$ cat config.mk
export PLATFORM = sky130hd
export DESIGN_NAME = mem_port_arbiter
export DESIGN_NICKNAME = d
export VERILOG_FILES = /design/src/rtl/mem_port_arbiter.sv
export SDC_FILE = /design/constraint.sdc
export NUM_CORES = 1
export LEC_CHECK = 0
export ABC_CLOCK_PERIOD_IN_PS = 1800
export CAP_MARGIN = 20
export CORE_ASPECT_RATIO = 1.2
export CORE_UTILIZATION = 35
export CTS_CLUSTER_DIAMETER = 200
export DETAILED_ROUTE_END_ITERATION = 8
export PLACE_DENSITY = 0.78
export SYNTH_ARGS = -nofsm -noshare
export SYNTH_HDL_FRONTEND = slang
export SYNTH_SLANG_ARGS = --single-unit
export TNS_END_PERCENT = 50
$ cat constraint.sdc
create_clock -name clk -period 1.8 [get_ports clk]
set_clock_uncertainty 0.1 [all_clocks]
set_input_delay 0.18 -clock clk [delete_from_list [all_inputs] [get_ports clk]]
set_output_delay 0.18 -clock clk [all_outputs]
set_load 0.1 [all_outputs]
$ cat src/rtl/mem_port_arbiter.sv
// Shares one fixed-latency single-port memory between instruction fetch and data access.
// Define MEM_ARB_RR_EN for round-robin arbitration; the default build gives DM fixed priority over IF.
module mem_port_arbiter #(
    parameter int ADDR_WIDTH  = 32,
    parameter int DATA_WIDTH  = 32,
    parameter int MEM_LATENCY = 2
) (
    input  logic                  clk,
    input  logic                  reset,
    input  logic                  if_req,
    input  logic [ADDR_WIDTH-1:0] if_addr,
    output logic [DATA_WIDTH-1:0] if_rdata,
    output logic                  if_ack,
    input  logic                  dm_req,
    input  logic                  dm_we,
    input  logic [ADDR_WIDTH-1:0] dm_addr,
    input  logic [DATA_WIDTH-1:0] dm_wdata,
    output logic [DATA_WIDTH-1:0] dm_rdata,
    output logic                  dm_ack,
    output logic                  mem_en,
    output logic                  mem_we,
    output logic [ADDR_WIDTH-1:0] mem_addr,
    output logic [DATA_WIDTH-1:0] mem_wdata,
    input  logic [DATA_WIDTH-1:0] mem_rdata,
    output logic                  pipe_en
);

    typedef enum logic {ST_IDLE, ST_WAIT} state_t;
    typedef enum logic {OWN_IF, OWN_DM} owner_t;

    localparam logic [3:0] LAT_LOAD = 4'(MEM_LATENCY);

    state_t                  state_reg;
    owner_t                  owner_reg;
    logic [3:0]              cnt_reg;
    logic                    store_reg;
    logic                    mem_en_reg;
    logic                    mem_we_reg;
    logic [ADDR_WIDTH-1:0]   mem_addr_reg;
    logic [DATA_WIDTH-1:0]   mem_wdata_reg;
    logic                    if_ack_reg;
    logic                    dm_ack_reg;
    logic [DATA_WIDTH-1:0]   if_rdata_reg;
    logic [DATA_WIDTH-1:0]   dm_rdata_reg;

    logic if_elig;
    logic dm_elig;
    logic any_elig;
    logic grant_dm;

    // A requester whose ack is high this cycle is still holding req from the finished access.
    assign if_elig  = if_req & ~if_ack_reg;
    assign dm_elig  = dm_req & ~dm_ack_reg;
    assign any_elig = if_elig | dm_elig;

`ifdef MEM_ARB_RR_EN
    owner_t last_reg;

    assign grant_dm = dm_elig & (~if_elig | (last_reg == OWN_IF));

    always_ff @(posedge clk) begin
        if (reset) begin
            last_reg <= OWN_DM;
        end else if (state_reg == ST_IDLE && any_elig) begin
            last_reg <= grant_dm ? OWN_DM : OWN_IF;
        end
    end
`else
    assign grant_dm = dm_elig;
`endif

    always_ff @(posedge clk) begin
        if (reset) begin
            state_reg     <= ST_IDLE;
            owner_reg     <= OWN_DM;
            cnt_reg       <= 4'd0;
            store_reg     <= 1'b0;
            mem_en_reg    <= 1'b0;
            mem_we_reg    <= 1'b0;
            mem_addr_reg  <= '0;
            mem_wdata_reg <= '0;
            if_ack_reg    <= 1'b0;
            dm_ack_reg    <= 1'b0;
            if_rdata_reg  <= '0;
            dm_rdata_reg  <= '0;
        end else begin
            if_ack_reg <= 1'b0;
            dm_ack_reg <= 1'b0;
            case (state_reg)
                ST_IDLE: begin
                    mem_en_reg <= any_elig;
                    if (any_elig) begin
                        mem_we_reg    <= grant_dm & dm_we;
                        store_reg     <= grant_dm & dm_we;
                        mem_addr_reg  <= grant_dm ? dm_addr : if_addr;
                        mem_wdata_reg <= grant_dm ? dm_wdata : '0;
                        owner_reg     <= grant_dm ? OWN_DM : OWN_IF;
                        cnt_reg       <= LAT_LOAD;
                        state_reg     <= ST_WAIT;
                    end
                end
                ST_WAIT: begin
                    mem_en_reg <= 1'b0;
                    mem_we_reg <= 1'b0;
                    if (cnt_reg != 4'd0) begin
                        cnt_reg <= cnt_reg - 4'd1;
                    end else begin
                        state_reg <= ST_IDLE;
                        if (owner_reg == OWN_IF) begin
                            if_rdata_reg <= mem_rdata;
                            if_ack_reg   <= 1'b1;
                        end else begin
                            dm_ack_reg <= 1'b1;
                            if (!store_reg) begin
                                dm_rdata_reg <= mem_rdata;
                            end
                        end
                    end
                end
            endcase
        end
    end

    assign mem_en    = mem_en_reg;
    assign mem_we    = mem_we_reg;
    assign mem_addr  = mem_addr_reg;
    assign mem_wdata = mem_wdata_reg;
    assign if_ack    = if_ack_reg;
    assign dm_ack    = dm_ack_reg;
    assign if_rdata  = if_rdata_reg;
    assign dm_rdata  = dm_rdata_reg;
    assign pipe_en   = ~any_elig;

endmodule
### Word-level counts from Yosys, hierarchy flattened

Index checks and enable logic that the tools add are counted.

| operators by class | value |
|---|---|
| multiplexer cells | 14 |
| eq/ne operators | 2 |
| bitwise logic cells | 11 |
| add/subtract/negate cells | 1 |
| reductions and logical operators | 6 |

Operators with widths:

| cell | number |
|---|---|
| $mux W32 | 2 |
| $mux W4 | 2 |
| $pmux W4 S2 | 1 |
| $not A1 Y1 | 7 |
| $mux W1 | 6 |
| $pmux W1 S2 | 3 |
| $reduce_and A2 Y1 | 2 |
| $reduce_and A4 Y1 | 1 |
| $reduce_bool A4 Y1 | 1 |
| $sub A4 B1 Y4 const B | 1 |
| $and A1 B1 Y1 | 3 |
| $reduce_and A3 Y1 | 1 |
| $reduce_or A3 Y1 | 1 |
| $ne A2 B1 Y1 const B | 1 |
| $ne A2 B2 Y1 const B | 1 |
| $or A1 B1 Y1 | 1 |

| storage, ports and cells | value |
|---|---|
| output and inout port bits | 133 |
| logic and storage cells | 46 |
| bits in registers | 139 |

### Longest topological paths before layout

Gate-level depths: netlist (run 1).

| logic depth | value |
|---|---|
| depth in word-level cells | 5 |
| gate-level depth with buffers | 7 |

### Worst setup path before layout (run 1)

OpenSTA, ideal clock, no wires.

| timing | value |
|---|---|
| path kind | reg-to-reg |
| start | register dm_ack_reg (netlist: dm_ack) |
| end | register mem_we_reg (netlist: mem_we) |
| library setup time | 66 ps |
| path slack | -1272 ps |
| data arrival time | 2906 ps |
| cell stages (with the launch flop) | 5 |
| cells stage by stage | dfxtp_1 > nor2b_1 > buf_6 > nor2_1 > a32o_1 |

| between the ends | value |
|---|---|
| word-level cells in the longest chain between the ends | 5 |
| elaborated cells between the ends (all ways) | 7 |

RTL lines:

| element | RTL line | text |
|---|---|---|
| from (decl) | 42 | `logic dm_ack_reg;` |
| from (signal assigned) | 83 | `dm_ack_reg <= 1'b0;` |
| from (signal assigned) | 88 | `dm_ack_reg <= 1'b0;` |
| from (signal assigned) | 113 | `dm_ack_reg <= 1'b1;` |
| $not A1 Y1 * | 53 | `assign dm_elig = dm_req & ~dm_ack_reg;` |
| $and A1 B1 Y1 * | 53 |  |
| $and A1 B1 Y1 | 93 | `mem_we_reg <= grant_dm & dm_we;` |
| $mux W1 | 92 | `if (any_elig) begin` |
| $pmux W1 S2 | 89 | `case (state_reg)` |
| to (signal assigned) | 93 |  |
| to (decl) | 38 | `logic mem_we_reg;` |

Every way passes the cells marked *; elsewhere a longest branch is shown, timed or not. The select of a mux whose other input is x is not followed.
A chain may end at the register's enable or synchronous reset.

### Final worst setup path (run 1)

| timing | value |
|---|---|
| start | register cnt_reg[0] |
| end | register cnt_reg[1] |

| between the ends | value |
|---|---|
| word-level cells in the longest chain between the ends | 3 |
| elaborated cells between the ends (all ways) | 6 |

RTL lines:

| element | RTL line | text |
|---|---|---|
| from (decl) | 35 | `logic [3:0] cnt_reg;` |
| from (signal assigned) | 106 | `cnt_reg <= cnt_reg - 4'd1;` |
| $sub A4 B1 Y4 / $reduce_bool A4 Y1 (equally long branches) | 106, 105 |  |
| $mux W4 / $ne A2 B1 Y1 (equally long branches) | n/a |  |
| $pmux W4 S2 / $reduce_and A2 Y1 (equally long branches) | n/a |  |

Parallel ways exist; a longest one is shown, timed or not. The select of a mux whose other input is x is not followed.

==> results of run 1 <==
==> worst register-to-register path: stages, from the launching register on <==
cell                      delay (ps)
sky130_fd_sc_hd__dfxtp_1         330
sky130_fd_sc_hd__inv_1            70
sky130_fd_sc_hd__ha_2            250
sky130_fd_sc_hd__or3b_2          500
sky130_fd_sc_hd__a31o_2          260
sky130_fd_sc_hd__o21ai_0         120
==> metal layers <==
layer | vias up | routed length, um
met1 | 2528 | 7136
met2 | 186 | 8555
li1 | 2690 | -
met5 | - | 0
met3 | 19 | 1215
met4 | 0 | 306
==> kinds of logic after synthesis <==
group,count (synthesis)
DFF,139
buffers and inverters,132
and+or+nand+nor,118
AOI/OAI and AO/OA,203
muxes,33
adders and majority gates,1
==> area by class of cell <==
class                      instances  share of cell area
sequential                       139              0.3069
timing repair buffer             285              0.2982
multi-input combinational        355              0.2725
clock buffer                      20             0.04807
tap                              212             0.02920
inverter                          70             0.02893
clock inverter                    11             0.01625
==> stage by stage <==
step,setup slack [ps],area [um^2]
finish,112.3,9084
global route,31.91,9084
CTS,62.79,9070
detailed placement,48.73,8486
global placement,104.8,8486
floorplan,23.97,5788
==> cells in the mapped netlist, types with 2 or more instances <==
library cell               instances
sky130_fd_sc_hd__a21oi_1          67
sky130_fd_sc_hd__buf_1             8
sky130_fd_sc_hd__buf_2            25
sky130_fd_sc_hd__buf_6             3
sky130_fd_sc_hd__clkbuf_1         24
sky130_fd_sc_hd__dfxtp_1         139
sky130_fd_sc_hd__inv_1            69
sky130_fd_sc_hd__mux2i_1          33
sky130_fd_sc_hd__nand2_1          34
sky130_fd_sc_hd__nand2b_1          2
sky130_fd_sc_hd__nand3_1          64
sky130_fd_sc_hd__nor2_1            3
sky130_fd_sc_hd__nor2b_1           3
sky130_fd_sc_hd__nor3_1            2
sky130_fd_sc_hd__nor3_2            2
sky130_fd_sc_hd__o21ai_0          61
sky130_fd_sc_hd__o21ai_1           5
sky130_fd_sc_hd__o31ai_1          16
sky130_fd_sc_hd__o31ai_4          17
sky130_fd_sc_hd__o32ai_1          32
==> where the power goes <==
group / internal (mW) / switching [mW] / leakage [nW]
combinational: 1.04 / 2.63 / 2.12
clock: 2.17 / 1.28 / 0.284
sequential: 3.33 / 0.148 / 1.14
==> path summary, 6_finish.rpt <==
path,to
hold reg to reg,mem_wdata[31]
setup reg to reg,cnt_reg[1]
hold / removal,mem_we
setup / recovery,cnt_reg[1]
==> tab_implementation.tex, run 1 <==
\begin{tabular}{lr}
\hline
Metric & Value \\
\hline
\multicolumn{2}{l}{\textbf{Run status}} \\
\quad Status & finished clean \\
\multicolumn{2}{l}{\textbf{Synthesis}} \\
\quad Biggest area contributors in the synthesized netlist & sky130\_fd\_sc\_hd\_\_dfxtp\_1, sky130\_fd\_sc\_hd\_\_o31ai\_4, sky130\_fd\_sc\_hd\_\_a21oi\_1 \\
\quad Share of the synthesized netlist area taken by xor and xnor gates & 0 \\
\quad Number of synthesized flops with an enable pin & 0 \\
\quad Prevailing post-synth register cell & sky130\_fd\_sc\_hd\_\_dfxtp\_1 \\
\quad Area fraction in compound gates after synthesis & 0.2558 \\
\quad Area of the mapped netlist & 0.005776 mm\^{}2 \\
\quad Unique cell type count in the Yosys netlist & 37 \\
\quad Library cell with the largest summed area after synthesis & sky130\_fd\_sc\_hd\_\_dfxtp\_1 \\
\quad Post-synthesis area per instance & 9.226 um\^{}2 \\
\quad Yosys warnings & 0 \\
\quad Share of flip-flops with an asynchronous set or reset after synthesis & 0 \\
\quad Synth top area share & 0.4818 \\
\quad Adder and majority gate portion of the synthesized area & 0.002166 \\
\quad Total of flip-flops plus latches after synthesis & 139 \\
\quad Fraction of the yosys area taken by sequential cells & 0.4818 \\
\quad Simple-gate area share of the yosys netlist & 0.1053 \\
\quad Syn\_nets & 760 \\
\quad Number of standard cells after synthesis & 626 \\
\quad Dominant combinational cell family by area after synthesis & compound AO/OA/AOI/OAI gates \\
\quad Share of synthesized area spent on multiplexers & 0.05719 \\
\multicolumn{2}{l}{\textbf{Global route}} \\
\quad Number of global-route vias before repair & 5125 \\
\quad Largest net degree at the start of global routing & 98 \\
\quad Overall global routing resource usage & 0.1998 \\
\quad Met1 track utilization from global routing & 0.2356 \\
\quad Global routing met3 resource utilization & 0.06470 \\
\quad Wire length of the first global-routing pass & 26780 um \\
\quad Most congested layer reported by global routing & met2 \\
\quad Met2 track demand over resource & 0.3394 \\
\quad Initial antenna violation count & 0 \\
\quad Congestion Overflow GR & 0 \\
\multicolumn{2}{l}{\textbf{Finish}} \\
\quad Commonest non-fill, non-tap cells in the layout & sky130\_fd\_sc\_hd\_\_dfxtp\_1, sky130\_fd\_sc\_hd\_\_buf\_4, sky130\_fd\_sc\_hd\_\_clkdlybuf4s50\_1 \\
\quad FF/Latch Area & 0.002788 mm\^{}2 \\
\quad Multi-input gate area & 0.002475 mm\^{}2 \\
\quad Final Non-Filler Cells & 1092 \\
\quad Area growth, synth to finish & 57.28\% \\
\quad Number of fillers in the final layout & 1489 \\
\quad Most common library cell in the layout ignoring fill and taps & sky130\_fd\_sc\_hd\_\_dfxtp\_1 \\
\quad Net count, final & 1002 \\
\quad Ratio of cells with drive above 1 in the final layout & 0.2443 \\
\quad ANT cells & 0 \\
\quad Post-layout util & 0.5604 \\
\multicolumn{2}{l}{\textbf{Drt}} \\
\quad DRT antenna net count & 0 \\
\quad Residual DRC count & 0 \\
\quad Routed via count divided by cell count & 4.966 \\
\quad Wire per inst & 15.76 um \\
\quad Total routed wirelength & 17210 um \\
\quad First drt pass iteration count & 4 \\
\quad Vias post-DR & 5423 \\
\quad Initial drt markers & 296 \\
\multicolumn{2}{l}{\textbf{Clock network}} \\
\quad Clock latency on the worst-skew pair & 400 ps \\
\quad H-tree Lvls & 4 \\
\quad CTS tree & built \\
\quad Number of buffers created by CTS & 17 \\
\quad Post-cts gate resize count & 0 \\
\quad CTS Root Cell & sky130\_fd\_sc\_hd\_\_clkbuf\_16 \\
\quad Maximum clock path buffer count & 2 \\
\quad Buffers inserted during post-CTS setup optimization & 0 \\
\quad Worst-path clk slew & 50 ps \\
\quad Clock Sink Count & 139 \\
\quad Hold-fix buffers, CTS & 0 \\
\multicolumn{2}{l}{\textbf{STA}} \\
\quad Worst max-slew margin expressed relative to the limit & 0.6273 \\
\quad Sum of negative setup slack & 0 ps \\
\quad Final-report hold violation count & 0 \\
\quad Highest achievable clock rate & 592.5 MHz \\
\quad Final-report setup violation count & 0 \\
\quad WHS & 144.1 ps \\
\quad RSZ-0062 raised after global routing & no \\
\quad Slew at the pin closest to its max-slew limit & 559.0 ps \\
\quad Post-layout min period & 1688 ps \\
\quad Period utilisation layout & 0.9376 \\
\quad Slew Viols, Final & 0 \\
\multicolumn{2}{l}{\textbf{Worst setup path}} \\
\quad Cell with the largest stage delay on the worst path & sky130\_fd\_sc\_hd\_\_or3b\_2 \\
\quad Worst path cell trace & inv\_1 > ha\_2 > or3b\_2 > a31o\_2 > o21ai\_0 \\
\quad Worst reg2reg path depth & 5 \\
\quad Data required time at the worst endpoint & 2030 ps \\
\quad Critical R2R Launch & cnt\_reg[0] \\
\quad Critical path peak fanout & 6 \\
\quad First element of the critical path & cnt\_reg[0] \\
\quad R2r setup slk & 110 ps \\
\quad Kind of critical path & reg -> reg \\
\quad Critical Path Start Type & flip-flop \\
\quad CP peak stage delay & 500 ps \\
\quad Number of buffer and inverter stages on the critical path & 1 \\
\quad Critical Path Sink Type & flip-flop \\
\quad Gate family responsible for the most delay along the worst path & simple AND/OR/NAND/NOR gates \\
\quad Endpoint arrival time on the critical path & 1910 ps \\
\quad Critical path depth in cells & 5 \\
\multicolumn{2}{l}{\textbf{Pwr}} \\
\quad Final total power & 10.60 mW \\
\quad Standby leakage power & 3.543 nW \\
\quad Peak supply drop & 0.0005599 V \\
\quad Pwr dens & 1167 mW/mm\^{}2 \\
\multicolumn{2}{l}{\textbf{Floorplan}} \\
\quad Area inside the core boundary & 0.01621 mm\^{}2 \\
\quad Number of placed I/O pins & 266 \\
\quad Die Ht & 142.7 um \\
\quad DIE WIDTH & 119.3 um \\
\quad Die area & 0.01702 mm\^{}2 \\
\quad Starting density of the core & 0.3563 \\
\quad Std cell rows & 51 \\
\multicolumn{2}{l}{\textbf{Placed design}} \\
\quad Count of buffers from port buffering & 265 \\
\quad Cell total after placement & 1061 \\
\quad Detail Placement HPWL & 11720 um \\
\quad Placer Congestion & 0.7914 \\
\multicolumn{2}{l}{\textbf{Hold path}} \\
\quad Worst hold path depth & 3 \\
\quad Path category of the worst min-delay check & in -> reg \\
\quad Start point of the worst hold path & reset \\
\multicolumn{2}{l}{\textbf{Flow run}} \\
\quad Number of max-cap violations & 0 \\
\hline
\end{tabular}
(Power assumes the default switching activity.)
==> inputs of run 2 (changes only) <==
--- a/config.mk
+++ b/config.mk
@@ -11,7 +11,9 @@
 export CORE_UTILIZATION = 35
 export CTS_CLUSTER_DIAMETER = 200
 export DETAILED_ROUTE_END_ITERATION = 8
+export MAX_ROUTING_LAYER = met4
 export PLACE_DENSITY = 0.78
+export SLEW_MARGIN = 10
 export SYNTH_ARGS = -nofsm -noshare
 export SYNTH_HDL_FRONTEND = slang
 export SYNTH_SLANG_ARGS = --single-unit
==> run 2 against run 1 <==
Against the previous run:
- hold slack worse by 7.2 ps
- global-route usage is 0.69 points higher
- final area stayed put
- critical endpoint unchanged
- largest power group unchanged
- highest routed layer unchanged
==> tab_implementation.tex, run 2 (synthesized netlist as in run 1, its figures left out) <==
\begin{tabular}{lr}
\hline
Metric & Value \\
\hline
\multicolumn{2}{l}{\textbf{Pwr}} \\
\quad Share of total power consumed by net switching & 0.3834 \\
\quad Sequential fraction of design power & 0.328 \\
\quad Cell internal power dissipation & 6.539 mW \\
\quad Pwr dens & 1167 mW/mm\^{}2 \\
\quad Net switching power figure & 4.065 mW \\
\quad Standby leakage power & 3.543 nW \\
\quad Share of power burned in the clock network & 0.326 \\
\quad Part of the power in combinational logic & 0.346 \\
\quad Peak supply drop & 0.0005706 V \\
\multicolumn{2}{l}{\textbf{Clock network}} \\
\quad Clock Sink Count & 139 \\
\quad Number of buffers created by CTS & 17 \\
\quad Clock latency on the worst-skew pair & 410 ps \\
\quad CTS tree & built \\
\quad H-tree Lvls & 4 \\
\quad Buffers inserted during post-CTS setup optimization & 0 \\
\quad Worst-path clk slew & 50 ps \\
\quad CTS Root Cell & sky130\_fd\_sc\_hd\_\_clkbuf\_16 \\
\quad Maximum clock path buffer count & 2 \\
\multicolumn{2}{l}{\textbf{Floorplan}} \\
\quad Die area & 0.01702 mm\^{}2 \\
\quad DIE WIDTH & 119.3 um \\
\quad Die Ht & 142.7 um \\
\quad Starting density of the core & 0.3563 \\
\quad Std cell rows & 51 \\
\quad Area inside the core boundary & 0.01621 mm\^{}2 \\
\quad Number of placed I/O pins & 266 \\
\multicolumn{2}{l}{\textbf{STA}} \\
\quad Final-report setup violation count & 0 \\
\quad RSZ-0062 raised after global routing & no \\
\quad Slew Viols, Final & 0 \\
\quad Sum of negative setup slack & 0 ps \\
\quad Post-layout min period & 1687 ps \\
\quad Slew at the pin closest to its max-slew limit & 557.2 ps \\
\quad Worst max-slew margin expressed relative to the limit & 0.6286 \\
\quad Period utilisation layout & 0.9374 \\
\quad Highest achievable clock rate & 592.7 MHz \\
\quad Final-report hold violation count & 0 \\
\multicolumn{2}{l}{\textbf{Finish}} \\
\quad FF/Latch Area & 0.002788 mm\^{}2 \\
\quad ANT cells & 0 \\
\quad Ratio of cells with drive above 1 in the final layout & 0.2443 \\
\quad Net count, final & 1002 \\
\quad Number of fillers in the final layout & 1489 \\
\quad Commonest non-fill, non-tap cells in the layout & sky130\_fd\_sc\_hd\_\_dfxtp\_1, sky130\_fd\_sc\_hd\_\_buf\_4, sky130\_fd\_sc\_hd\_\_clkdlybuf4s50\_1 \\
\quad Area growth, synth to finish & 57.28\% \\
\quad Most common library cell in the layout ignoring fill and taps & sky130\_fd\_sc\_hd\_\_dfxtp\_1 \\
\quad Fin area & 0.009084 mm\^{}2 \\
\quad Multi-input gate area & 0.002475 mm\^{}2 \\
\multicolumn{2}{l}{\textbf{Worst setup path}} \\
\quad Critical Path Start Type & flip-flop \\
\quad Gate family responsible for the most delay along the worst path & simple AND/OR/NAND/NOR gates \\
\quad Data required time at the worst endpoint & 2030 ps \\
\quad Critical path peak fanout & 6 \\
\quad Critical Path End & cnt\_reg[1] \\
\quad Critical R2R Launch & cnt\_reg[0] \\
\quad Critical path depth in cells & 5 \\
\quad First element of the critical path & cnt\_reg[0] \\
\quad Cell with the largest stage delay on the worst path & sky130\_fd\_sc\_hd\_\_or3b\_2 \\
\quad R2r setup slk & 110 ps \\
\quad Kind of critical path & reg -> reg \\
\quad CP peak stage delay & 500 ps \\
\quad Critical Path Sink Type & flip-flop \\
\quad Capturing point of the worst reg2reg path & cnt\_reg[1] \\
\quad Worst reg2reg path depth & 5 \\
\quad Number of buffer and inverter stages on the critical path & 1 \\
\quad Worst path cell trace & inv\_1 > ha\_2 > or3b\_2 > a31o\_2 > o21ai\_0 \\
\quad Endpoint arrival time on the critical path & 1920 ps \\
\multicolumn{2}{l}{\textbf{Hold path}} \\
\quad Path category of the worst min-delay check & in -> reg \\
\multicolumn{2}{l}{\textbf{Drt}} \\
\quad Routed via count divided by cell count & 4.958 \\
\quad Wire per inst & 15.80 um \\
\quad Vias post-DR & 5414 \\
\quad Total routed wirelength & 17260 um \\
\quad First drt pass iteration count & 4 \\
\quad Initial drt markers & 310 \\
\quad DRT antenna net count & 0 \\
\quad Residual DRC count & 0 \\
\multicolumn{2}{l}{\textbf{Global route}} \\
\quad Congestion Overflow GR & 0 \\
\quad Largest net degree at the start of global routing & 98 \\
\quad Wire length of the first global-routing pass & 26800 um \\
\quad Overall global routing resource usage & 0.2067 \\
\quad Initial antenna violation count & 0 \\
\quad Number of global-route vias before repair & 5142 \\
\multicolumn{2}{l}{\textbf{Placed design}} \\
\quad Count of buffers from port buffering & 265 \\
\quad Detail Placement HPWL & 11720 um \\
\quad Area after detailed placement & 0.008486 mm\^{}2 \\
\quad Placer Congestion & 0.8026 \\
\multicolumn{2}{l}{\textbf{Flow run}} \\
\quad Number of max-cap violations & 0 \\
\multicolumn{2}{l}{\textbf{Run status}} \\
\quad Status & finished clean \\
\hline
\end{tabular}
-- run 2: through the flow --
| stage | hold slack [ps] | utilization | worst slack [ps] | instances | total power [mW] |
|---|---|---|---|---|---|
| 4_1_cts | 123.2 | 0.5596 | 62.79 | 1092 | 10.70 |
| 3_5_place_dp | 354.5 | 0.5235 | 48.73 | 1061 | 7.215 |
| 6_report | 136.9 | 0.5604 | 112.7 | 1092 | 10.60 |
| 3_3_place_gp | 350.7 | 0.5235 | 104.8 | 1061 | 7.185 |
| 5_1_grt | 133.1 | 0.5604 | 31.90 | 1092 | 11.03 |
| 2_1_floorplan | 188.5 | - | 23.97 | 626 | 6.123 |
-- run 2: how the worst min path moves through the flow --
stage                               end  slack (ps)          start  depth (start not counted)
after floorplan            mem_wdata[0]         190    dm_wdata[0]                          2
after global placement    mem_wdata[30]         350  mem_wdata[30]                          2
after detailed placement   mem_wdata[7]         350   mem_wdata[7]                          2
after CTS                        mem_we         120          reset                          3
after global routing             mem_we         130          reset                          3
final                            mem_we         140          reset                          3
-- run 2: per-layer routing --
layer	GRT usage	vias to the layer above	routed length, um
li1	-	2687	-
met5	-	-	0
met2	0.3394	193	8474
met3	0.05112	24	1040
met4	0.07595	0	373
met1	0.2445	2510	7371
-- run 2: cell type report --
type | count | area share
clock buffer | 20 | 0.04807
clock inverter | 11 | 0.01625
inverter | 70 | 0.02893
multi-input combinational | 355 | 0.2725
sequential | 139 | 0.3069
tap | 212 | 0.02920
timing repair buffer | 285 | 0.2982
-- run 2: worst reg2reg max path, cell delays in order, from the launching register on --
cell	delay, ps
sky130_fd_sc_hd__dfxtp_1	330
sky130_fd_sc_hd__inv_1	70
sky130_fd_sc_hd__ha_2	250
sky130_fd_sc_hd__or3b_2	500
sky130_fd_sc_hd__a31o_2	260
sky130_fd_sc_hd__o21ai_0	120
-- run 2: power by group through the flow --
stage	clock network [mW]	registers, mW	logic [mW]
after floorplan	0	5.16	0.963
after global placement	0	3.53	3.65
after detailed placement	0	3.54	3.67
after CTS	3.54	3.48	3.68
after global routing	3.68	3.51	3.84
final	3.46	3.48	3.67
-- run 2: repair_timing --
item                                    4_1_cts  5_1_grt
endpoints found under the setup margin        0       55
hold buffers                                  0        0
resized for setup                             0        2
==> inputs of run 3 (changes only) <==
==> constraint.sdc (replaced) <==
create_clock -name clk -period 1.8 [get_ports clk]
set_clock_uncertainty 0.1 [all_clocks]
set_input_delay 0.18 -clock clk [delete_from_list [all_inputs] [get_ports clk]]
set_output_delay 0.18 -clock clk [all_outputs]
set_load 0.005 [all_outputs]
==> run 3 against run 2 <==
Against the previous run:
- non-clock buffer count increased by 3
- routed wire length up 0.44%
- global-route usage is 0.083 points higher
- hold slack better by 12 ps
- sequential share of layout area down 0.86 points
- sequential cell count did not move
- sequential power about the same
- combinational power is 44% lower
- critical path type unchanged
- power decreased by 14%
- maximum frequency shrank 0.57%
- count of clock-buffer cells in the layout decreased by 2
==> tab_implementation.tex, run 3 (synthesized netlist as in run 1, its figures left out) <==
\begin{tabular}{lr}
\hline
Metric & Value \\
\hline
\multicolumn{2}{l}{\textbf{Run status}} \\
\quad Status & finished clean \\
\multicolumn{2}{l}{\textbf{Pwr}} \\
\quad Pwr dens & 974.0 mW/mm\^{}2 \\
\quad Final total power & 9.099 mW \\
\quad Standby leakage power & 3.284 nW \\
\quad Peak supply drop & 0.0005457 V \\
\multicolumn{2}{l}{\textbf{Drt}} \\
\quad Routed via count divided by cell count & 5.042 \\
\quad Initial drt markers & 225 \\
\quad Wire per inst & 15.82 um \\
\quad First drt pass iteration count & 5 \\
\quad Total routed wirelength & 17340 um \\
\quad Vias post-DR & 5526 \\
\quad DRT antenna net count & 0 \\
\quad Residual DRC count & 0 \\
\multicolumn{2}{l}{\textbf{STA}} \\
\quad Slew Viols, Final & 0 \\
\quad Final-report setup violation count & 0 \\
\quad Period utilisation layout & 0.9428 \\
\quad Worst max-slew margin expressed relative to the limit & 0.7213 \\
\quad WHS & 148.8 ps \\
\quad Post-layout min period & 1697 ps \\
\quad Final-report hold violation count & 0 \\
\quad Highest achievable clock rate & 589.3 MHz \\
\quad Slew at the pin closest to its max-slew limit & 418.1 ps \\
\multicolumn{2}{l}{\textbf{Floorplan}} \\
\quad DIE WIDTH & 119.3 um \\
\quad Starting density of the core & 0.3563 \\
\quad Die area & 0.01702 mm\^{}2 \\
\quad Std cell rows & 51 \\
\quad Die Ht & 142.7 um \\
\quad Area inside the core boundary & 0.01621 mm\^{}2 \\
\quad Number of placed I/O pins & 266 \\
\multicolumn{2}{l}{\textbf{Clock network}} \\
\quad Number of buffers created by CTS & 17 \\
\quad H-tree Lvls & 4 \\
\quad CTS Root Cell & sky130\_fd\_sc\_hd\_\_clkbuf\_16 \\
\quad Clock latency on the worst-skew pair & 410 ps \\
\quad Clock Sink Count & 139 \\
\quad CTS tree & built \\
\quad Worst-path clk slew & 60 ps \\
\quad Maximum clock path buffer count & 2 \\
\multicolumn{2}{l}{\textbf{Hold path}} \\
\quad Start point of the worst hold path & reset \\
\quad Worst hold path depth & 3 \\
\quad Hold Path End & mem\_we \\
\quad Path category of the worst min-delay check & in -> reg \\
\multicolumn{2}{l}{\textbf{Worst setup path}} \\
\quad Critical path peak fanout & 6 \\
\quad Critical Path Sink Type & flip-flop \\
\quad Data required time at the worst endpoint & 2040 ps \\
\quad Critical Path Start Type & flip-flop \\
\quad Endpoint arrival time on the critical path & 1930 ps \\
\quad Capturing point of the worst reg2reg path & cnt\_reg[1] \\
\quad Worst reg2reg path depth & 5 \\
\quad Critical R2R Launch & cnt\_reg[0] \\
\quad Kind of critical path & reg -> reg \\
\quad R2r setup slk & 100 ps \\
\multicolumn{2}{l}{\textbf{Global route}} \\
\quad Largest net degree at the start of global routing & 83 \\
\quad Number of global-route vias before repair & 5257 \\
\quad Wire length of the first global-routing pass & 26920 um \\
\quad Overall global routing resource usage & 0.2076 \\
\quad Congestion Overflow GR & 0 \\
\quad Initial antenna violation count & 0 \\
\multicolumn{2}{l}{\textbf{Placed design}} \\
\quad Count of buffers from port buffering & 265 \\
\quad Placer Congestion & 0.8180 \\
\quad Detail Placement HPWL & 11590 um \\
\quad Cell total after placement & 1063 \\
\multicolumn{2}{l}{\textbf{Finish}} \\
\quad Net count, final & 1005 \\
\quad Final Non-Filler Cells & 1096 \\
\quad Commonest non-fill, non-tap cells in the layout & sky130\_fd\_sc\_hd\_\_clkdlybuf4s50\_1, sky130\_fd\_sc\_hd\_\_dfxtp\_1, sky130\_fd\_sc\_hd\_\_inv\_1 \\
\quad FF/Latch Area & 0.002786 mm\^{}2 \\
\quad ANT cells & 0 \\
\quad Ratio of cells with drive above 1 in the final layout & 0.09729 \\
\quad Multi-input gate area & 0.002477 mm\^{}2 \\
\quad Area growth, synth to finish & 61.74\% \\
\quad Most common library cell in the layout ignoring fill and taps & sky130\_fd\_sc\_hd\_\_clkdlybuf4s50\_1 \\
\quad Post-layout util & 0.5763 \\
\quad Number of fillers in the final layout & 1422 \\
\multicolumn{2}{l}{\textbf{Flow run}} \\
\quad Number of max-cap violations & 0 \\
\hline
\end{tabular}
run 3: changes by cell type in the layout (fill, tap and decap cells not counted), moves of 2 or more:
| cell | change |
|---|---|
| sky130_fd_sc_hd__clkinv_4 | -3 |
| sky130_fd_sc_hd__clkinvlp_4 | +3 |
| sky130_fd_sc_hd__inv_6 | +3 |
| sky130_fd_sc_hd__clkdlybuf4s50_1 | +132 |
| sky130_fd_sc_hd__clkbuf_1 | -2 |
| sky130_fd_sc_hd__buf_4 | -121 |
| sky130_fd_sc_hd__buf_12 | -9 |
run 3: timing repair:
item,CTS,global route
gates resized for setup,3,3
pin swaps,0,0
gates cloned,0,0
endpoints found under the setup margin,1,62
hold buffers,0,0
setup buffers,1,0
endpoints found under the hold margin,0,0
run 3: power breakdown:
| group | leakage (nW) | internal (mW) | switching [mW] |
|---|---|---|---|
| logic | 1.87 | 1.08 | 0.977 |
| clock network | 0.283 | 2.19 | 1.38 |
| registers | 1.14 | 3.33 | 0.141 |
run 3: final cells by class:
cell class | instances | area share
Tap cell | 212 | 0.02840
Multi-Input combinational cell | 355 | 0.2652
Clock buffer | 18 | 0.04594
Clock inverter | 14 | 0.01822
Timing Repair Buffer | 288 | 0.3158
Inverter | 70 | 0.02813
Sequential cell | 139 | 0.2983
run 3: critical path: stages, from the launching register on:
cell and delay, ps:
sky130_fd_sc_hd__dfxtp_1 340, sky130_fd_sc_hd__inv_1 120, sky130_fd_sc_hd__ha_4 190, sky130_fd_sc_hd__or3b_2 480, sky130_fd_sc_hd__a31o_2 260, sky130_fd_sc_hd__o21ai_0 140
run 3: worst max-delay path by stage:
stage / startpoint / endpoint / slack (ps) / depth (start not counted)
floorplan: cnt_reg[0] / if_rdata[22] / 220 / 7
global placement: dm_req / pipe_en / 60 / 4
detailed placement: dm_req / mem_addr[9] / 40 / 5
CTS: cnt_reg[0] / dm_rdata[15] / 30 / 6
global route: cnt_reg[0] / cnt_reg[1] / -20 / 5
finish: cnt_reg[0] / cnt_reg[1] / 100 / 5
run 3: through the flow:
step	worst slack, ps	area [um^2]	TNS, ps
after floorplan	219.9	5776	0
after global placement	64.34	8708	0
after detailed placement	44.71	8708	0
after CTS	32.25	9318	0
after global routing	-15.89	9341	-15.89
final	102.9	9341	0
run 3: routing by layer:
layer / GRT usage / vias to the layer above / wire length (um)
met5: - / - / 0
met4: 0.08994 / 0 / 386
met3: 0.05192 / 30 / 1185
met2: 0.3424 / 208 / 8525
met1: 0.2386 / 2600 / 7237
li1: - / 2688 / -
